**src/rtl/operand_fetch.sv**
```systemverilog
// operand_fetch: regfile read initiator with same-edge write bypass and a one-slot operand buffer to EX
module operand_fetch #(
    parameter int INFO_W = 32,
    parameter int DATA_W = 32
) (
    input  logic              clk,
    input  logic              resetn,
    input  logic              flush,
    input  logic              id_valid,
    output logic              id_ready,
    input  logic [4:0]        id_rj,
    input  logic [4:0]        id_rk,
    input  logic [INFO_W-1:0] id_info,
    output logic [4:0]        rf_raddr1,
    output logic [4:0]        rf_raddr2,
    input  logic [DATA_W-1:0] rf_rdata1,
    input  logic [DATA_W-1:0] rf_rdata2,
    input  logic              wb_we,
    input  logic [4:0]        wb_waddr,
    input  logic [DATA_W-1:0] wb_wdata,
    output logic              ex_valid,
    input  logic              ex_ready,
    output logic [DATA_W-1:0] ex_src1,
    output logic [DATA_W-1:0] ex_src2,
    output logic [INFO_W-1:0] ex_info
);
    logic [4:0]        idx1, idx2;
    logic              hit1, hit2, accept;
    logic [DATA_W-1:0] bdata;
    assign id_ready  = ~flush & (~ex_valid | ex_ready);
    assign accept    = id_valid & id_ready;
    // held indices are re-read every stall cycle so regfile writes keep flowing into the slot
    assign rf_raddr1 = ~resetn ? 5'd0 : accept ? id_rj : idx1;
    assign rf_raddr2 = ~resetn ? 5'd0 : accept ? id_rk : idx2;
    assign ex_src1   = hit1 ? bdata : rf_rdata1;
    assign ex_src2   = hit2 ? bdata : rf_rdata2;
    always_ff @(posedge clk or negedge resetn) begin
        if (!resetn) begin
            ex_valid <= 1'b0;
            idx1     <= '0;
            idx2     <= '0;
            ex_info  <= '0;
            hit1     <= 1'b0;
            hit2     <= 1'b0;
            bdata    <= '0;
        end else begin
            hit1  <= wb_we & (wb_waddr == rf_raddr1) & (wb_waddr != 5'd0);
            hit2  <= wb_we & (wb_waddr == rf_raddr2) & (wb_waddr != 5'd0);
            bdata <= wb_wdata;
            if (accept) begin
                ex_valid <= 1'b1;
                idx1     <= id_rj;
                idx2     <= id_rk;
                ex_info  <= id_info;
            end else if (flush | ex_ready) begin
                ex_valid <= 1'b0;
            end
        end
    end
endmodule

```
**config.mk**
```make
export PLATFORM = sky130hd
export DESIGN_NAME = operand_fetch
export DESIGN_NICKNAME = d
export VERILOG_FILES = /design/src/rtl/operand_fetch.sv
export SDC_FILE = /design/constraint.sdc
export NUM_CORES = 1
export LEC_CHECK = 0
export BUFFER_PORTS_ARGS = -buffer_cell sky130_fd_sc_hd__clkbuf_2
export CAP_MARGIN = 20
export CORE_AREA = 2 2 100 102
export DETAILED_ROUTE_END_ITERATION = 8
export DIE_AREA = 0 0 102 104
export GPL_TIMING_DRIVEN = 0
export HOLD_SLACK_MARGIN = 0.02
export PLACE_DENSITY = 0.82
export SYNTH_ARGS = -nofsm -noshare
export SYNTH_HDL_FRONTEND = slang
export SYNTH_SLANG_ARGS = --single-unit
```
**constraint.sdc**
```tcl
create_clock -name clk -period 3.1 [get_ports clk]
set_input_delay 0.155 -clock clk [delete_from_list [all_inputs] [get_ports clk]]
set_output_delay 0.155 -clock clk [all_outputs]
set_load 0.05 [all_outputs]
```
==> results of run 1 <==
-- cell families after synthesis --
group	after synthesis	synth area share (%)
multiplexers	102	31.8
flip-flops	77	53.4
AND/OR/NAND/NOR	45	7.00
buffers and inverters	23	2.70
AO/OA/AOI/OAI	22	4.16
XOR/XNOR	4	0.970
-- synth_stat cells (2+ instances only) --
library cell   n  area share [%]
o21ai_0        7            0.97
clkbuf_1       7            0.73
or3_1          3            0.52
nand2b_1       3            0.52
nor3_1         4            0.55
dfrtp_1       77              53
nor2_1        12             1.2
inv_1          7            0.73
mux2_2        97              30
a211oi_1       2            0.42
nand3_1        6            0.83
nor2b_1        2            0.35
nand3b_1       2            0.42
buf_1          6            0.62
mux2_1         2            0.62
xnor2_1        4            0.97
mux2i_1        2            0.55
a21oi_1        4            0.55
and2_1         3            0.52
nand2_1        5            0.52
-- final timing paths --
kind,start,end,depth (start not counted)
setup / recovery,resetn,rf_raddr2[3],5
hold / removal,id_info[21],ex_info[21]$_DFFE_PN0N_,2
setup reg to reg,ex_valid$_DFFE_PN0P_,hit2$_DFF_PN0_,7
hold reg to reg,ex_info[25]$_DFFE_PN0N_,ex_info[25]$_DFFE_PN0N_,1
max in group asynchronous,resetn,bdata[8]$_DFF_PN0_,3
min in group asynchronous,resetn,ex_valid$_DFFE_PN0P_,2
-- per-stage QoR --
step                setup WS, ns  hold slack [ns]  power [mW]  cell area [um2]
finish                     0.677           0.0439        2.86             5590
CTS                        0.593           0.0200        2.89             5580
global route               0.424           0.0220        3.00             5580
global placement          -0.362            0.265        2.18             5050
floorplan                  0.575           -0.141        1.91             3610
detailed placement          1.03            0.215        2.21             5080
-- sequential cells by signal (all words and copies together) (netlist names) --
signal / flops
hit1: 1
idx1: 5
bdata: 32
ex_info: 32
ex_valid: 1
hit2: 1
idx2: 5
-- what timing repair did --
action / 4_1_cts / 5_1_grt
hold buffers: 35 / 0
setup buffers: 0 / 0
hold endpoints to repair: 70 / 0
setup endpoints to repair: 0 / 0
-- layout make-up --
class / count / area [um2] / area share (%)
Clock inverter: 4 / 26.3 / 0.470
Buffer: 15 / 67.6 / 1.21
Timing Repair Buffer: 291 / 1650 / 29.5
Inverter: 8 / 30.0 / 0.538
Antenna cell: 1 / 2.50 / 0.0448
Tap cell: 133 / 166 / 2.98
Multi-Input combinational cell: 173 / 1590 / 28.4
Sequential cell: 77 / 1930 / 34.5
Clock buffer: 11 / 131 / 2.35
-- report_power, final --
group / internal (mW) / switching [mW]
Sequential: 1.12 / 0.0531
Combinational: 0.332 / 0.721
Clock: 0.286 / 0.347
Total: 1.73 / 1.12
-- layer usage --
layer	track usage, %	vias to the layer above	wire length, um
met5	0	-	12
met4	7.81	2	305
met3	6.25	29	878
met1	20.4	1615	4000
met2	36.5	160	5660
li1	-	1566	-
==> results.cfg, run 1 <==
[setup_path]
crit_buf_inv = 4
crit_chain = dlygate4sd3_1 > clkbuf_4 > clkinv_1 > a21oi_1 > clkbuf_2
critPathCaptureType = output port
slowest_stage = dlygate4sd3_1
worst-r2r-setup-slack_ns = 1.04
slowest_delay_ns = 0.52
crit_arrival_ns = 2.27
critPathRequiredTime_ns = 2.94
worstSetupPathType = in -> out
crit_path_start_kind = primary input
cp_top_family = buffers and inverters
cp_max_fo = 39

[outcome]
outcome = completed

[sta]
finalHoldViolations = 0
setup-tns-final_ns = 0
finalSetupViolations = 0
clock.fmax_mhz = 413
worst_pin_slew_ns = 0.568
rsz0062_at_grt = no
layout_min_cycle_time_ns = 2.42
timing.slew.headroom_pct = 62.1
period_share_pct = 78.2
final_max_slew_viol_count = 0
skew_ns = 0.00642

[routing]
ant_nets = 0
wirelength_um = 10900
drt_pass1_iterations = 4
drc = 0
drt_iter0_markers = 77
vias_per_cell = 4.73
routedWlPerCell_um = 15.2
vias = 3372

[floorplan]
start_util_pct = 37.8
die_y_um = 104
io_pins = 257
die_w_um = 102
dieArea_um2 = 10600
fp-row-count = 36
coreArea_um2 = 9550

[power]
leakage_nw = 2.81
peakVddDrop_v = 0.000299
power_density_nw_per_um2 = 511

[clock_tree]
cts_buffers = 9
clk_latency_ns = 0.34
cts-root-buf = clkbuf_8
clock_sinks = 77
cts-resized-gates = 0
clk_pin_slew_ns = 0.08
cts_tree = done
clock_path_buffers = 2
htree_levels = 3

[layout]
drive_gt1_share_pct = 64.2
n_fill_cell = 816
final_cell_mix = clkbuf_2 (254), mux2_2 (97), dfrtp_1 (77)
final_nets = 724
final_common_cell = clkbuf_2
finalNonFillerCells = 713
utilization_pct = 58.5
syn2layout_area_growth_pct = 54.7

[grt]
grt-ovfl-total = 0
grt_pass1_wl_um = 16200
antenna_found_initial = 2
grt_usage_pct = 19.8
grt_start_max_net_pins = 42
grt_pass1_vias = 3462

[synth]
syn-num-nets = 422
synth_edf_count = 0
yosys_warnings = 0
ys_seq_area_share_pct = 53.4
synth_flop_cell = dfrtp_1
async_flop_share_pct = 100
ys_types = 38
synth_area_um2 = 3610
syn_area_per_cell_um2 = 13.2
synth-seq-cells = 77
syn-instance-count = 273

[run]
cap_violations = 0

[placement]
io_buffer_count = 255
place_congestion = 0.837
hpwl_um = 8460
dp.cells = 662

[worst_hold_path]
hp-class = in -> reg
Power figures use the tool's default switching activity.
==> run 2: changes to the inputs <==
clock period = 2.39 ns   (was 3.1 ns; I/O delays follow)
==> run 2 against run 1 <==
Design area increased by 7.4%. Global-route usage increased by 3.2 points. Clock power increased by 85%. Die area unchanged. Core utilization increased by 4.3 points. Sequential power increased by 30%. Clock skew increased by 0.0065 ns. Power increased by 44%. Register-to-register slack got worse by 0.66 ns. Critical endpoint is now ex_src1[25].
==> results.cfg, run 2 (same netlist as run 1, synthesis figures left out) <==
[outcome]
outcome = completed

[placement]
hpwl_um = 8700
io_buffer_count = 255
place_congestion = 0.879
dp.cells = 662

[clock_tree]
cts_setup_buffers = 0
cts-root-buf = clkbuf_8
htree_levels = 3
clk_pin_slew_ns = 0.08
clock_sinks = 77
cts_tree = done
cts_buffers = 9
clk_latency_ns = 0.35
clock_path_buffers = 2
ctsHoldBuffers = 67
cts-resized-gates = 0

[sta]
layout_min_cycle_time_ns = 2.24
period_share_pct = 93.9
clock.fmax_mhz = 446
timing.slew.headroom_pct = 59.1
worst_pin_slew_ns = 0.614
finalHoldViolations = 0
finalSetupViolations = 0
final_max_slew_viol_count = 0
setup-tns-final_ns = 0
skew_ns = 0.0129
whs_ns = 0.0358
rsz0062_at_grt = no

[setup_path]
startpoint = hit1$_DFF_PN0_
crit_path_start_kind = register
critPathCaptureType = output port
crit_arrival_ns = 2.12
crit_chain = clkbuf_1 > buf_1 > mux2_2 > clkbuf_2
worstSetupPathType = reg -> out
reg2reg_from = ex_valid$_DFFE_PN0P_
crit_buf_inv = 3
cp_max_fo = 10
slowest_delay_ns = 0.52
cp_top_family = buffers and inverters
slowest_stage = buf_1
critPathRequiredTime_ns = 2.27

[routing]
drc = 0
vias_per_cell = 4.74
drt_iter0_markers = 114
routedWlPerCell_um = 16.5
drt_pass1_iterations = 4
ant_nets = 0
wirelength_um = 12300
vias = 3529

[layout]
final_nets = 756
reg_top3 = bdata: 32 flops, ex_info: 32 flops
final_common_cell = clkbuf_2
final_cell_mix = clkbuf_2 (254), mux2_2 (97), dfrtp_1 (77)
drive_gt1_share_pct = 61.7
syn2layout_area_growth_pct = 66.1
finalNonFillerCells = 744
num_antenna_cells = 0
utilization_pct = 62.8

[floorplan]
fp-row-count = 36
die_w_um = 102
start_util_pct = 37.8
dieArea_um2 = 10600
coreArea_um2 = 9550
io_pins = 257
die_y_um = 104

[worst_hold_path]
hp-class = in -> reg
hp-start = id_valid

[grt]
grt_pass1_vias = 3786
grt_pass1_wl_um = 18700
grt-ovfl-total = 0
grt_usage_pct = 23.0
antenna_found_initial = 0
grt_start_max_net_pins = 42

[power]
peakVddDrop_v = 0.000415
leakage_nw = 2.99
p_total_mw = 4.12
power_density_nw_per_um2 = 687

[run]
cap_violations = 0
==> run 2: cell types whose count changed in the layout (fill, tap and decap cells not counted), sizes merged <==
cell,change
dlygate4sd3,+31
bufinv,+3
clkbuf,-2
clkinv,-2
buf,+1
diode,-1
inv,+1
==> run 2: per-stage QoR <==
stage | setup WS [ns] | area [um2]
6_report | 0.146 | 6000
3_3_place_gp | -0.994 | 5060
4_1_cts | 0.142 | 6000
5_1_grt | 0.0257 | 6000
3_5_place_dp | 0.381 | 5080
2_1_floorplan | 0.189 | 3620
==> run 2: path summary, 6_finish.rpt <==
kind	end	slack (ns)	cells past startpoint
worst max-delay path	ex_src1[25]	0.15	4
worst min-delay path	ex_valid$_DFFE_PN0P_	0.04	3
min in group asynchronous	bdata[15]$_DFF_PN0_	0.35	3
worst max register to register	hit2$_DFF_PN0_	0.38	7
max in group asynchronous	ex_info[0]$_DFFE_PN0N_	1.81	3
worst min register to register	ex_info[28]$_DFFE_PN0N_	0.51	1
==> run 2: metal layers <==
| metal | part of all wire, % | GRT usage (%) |
|---|---|---|
| met5 | 0 | 0 |
| met4 | 4.6 | 12.7 |
| met3 | 7.2 | 7.39 |
| met2 | 55 | 42.3 |
| met1 | 34 | 21.9 |
==> run 2: final cells by class <==
cell class / instances / area [um2]
fillers: 748 / 3550
inverters: 8 / 30.0
clock inverters: 6 / 111
well taps: 133 / 166
plain buffers: 15 / 67.6
flip-flops and latches: 77 / 1930
clock buffers: 9 / 124
repair buffers: 323 / 1980
multi-input cells: 173 / 1590
==> run 2: worst reg2reg max path, stage by stage, from the launching register on <==
cell and delay, ns:
dfrtp_1 0.36, nand2b_1 0.07, buf_4 0.18, nand2_8 0.12
mux2i_1 0.40, mux2_1 0.37, o32a_1 0.28, a21oi_1 0.16
==> run 2: where the power goes <==
group	leakage [nW]	switching, mW	internal (mW)
combinational	1.96	0.954	0.468
sequential	0.911	0.0740	1.45
clock	0.116	0.484	0.690
total	2.99	1.51	2.61
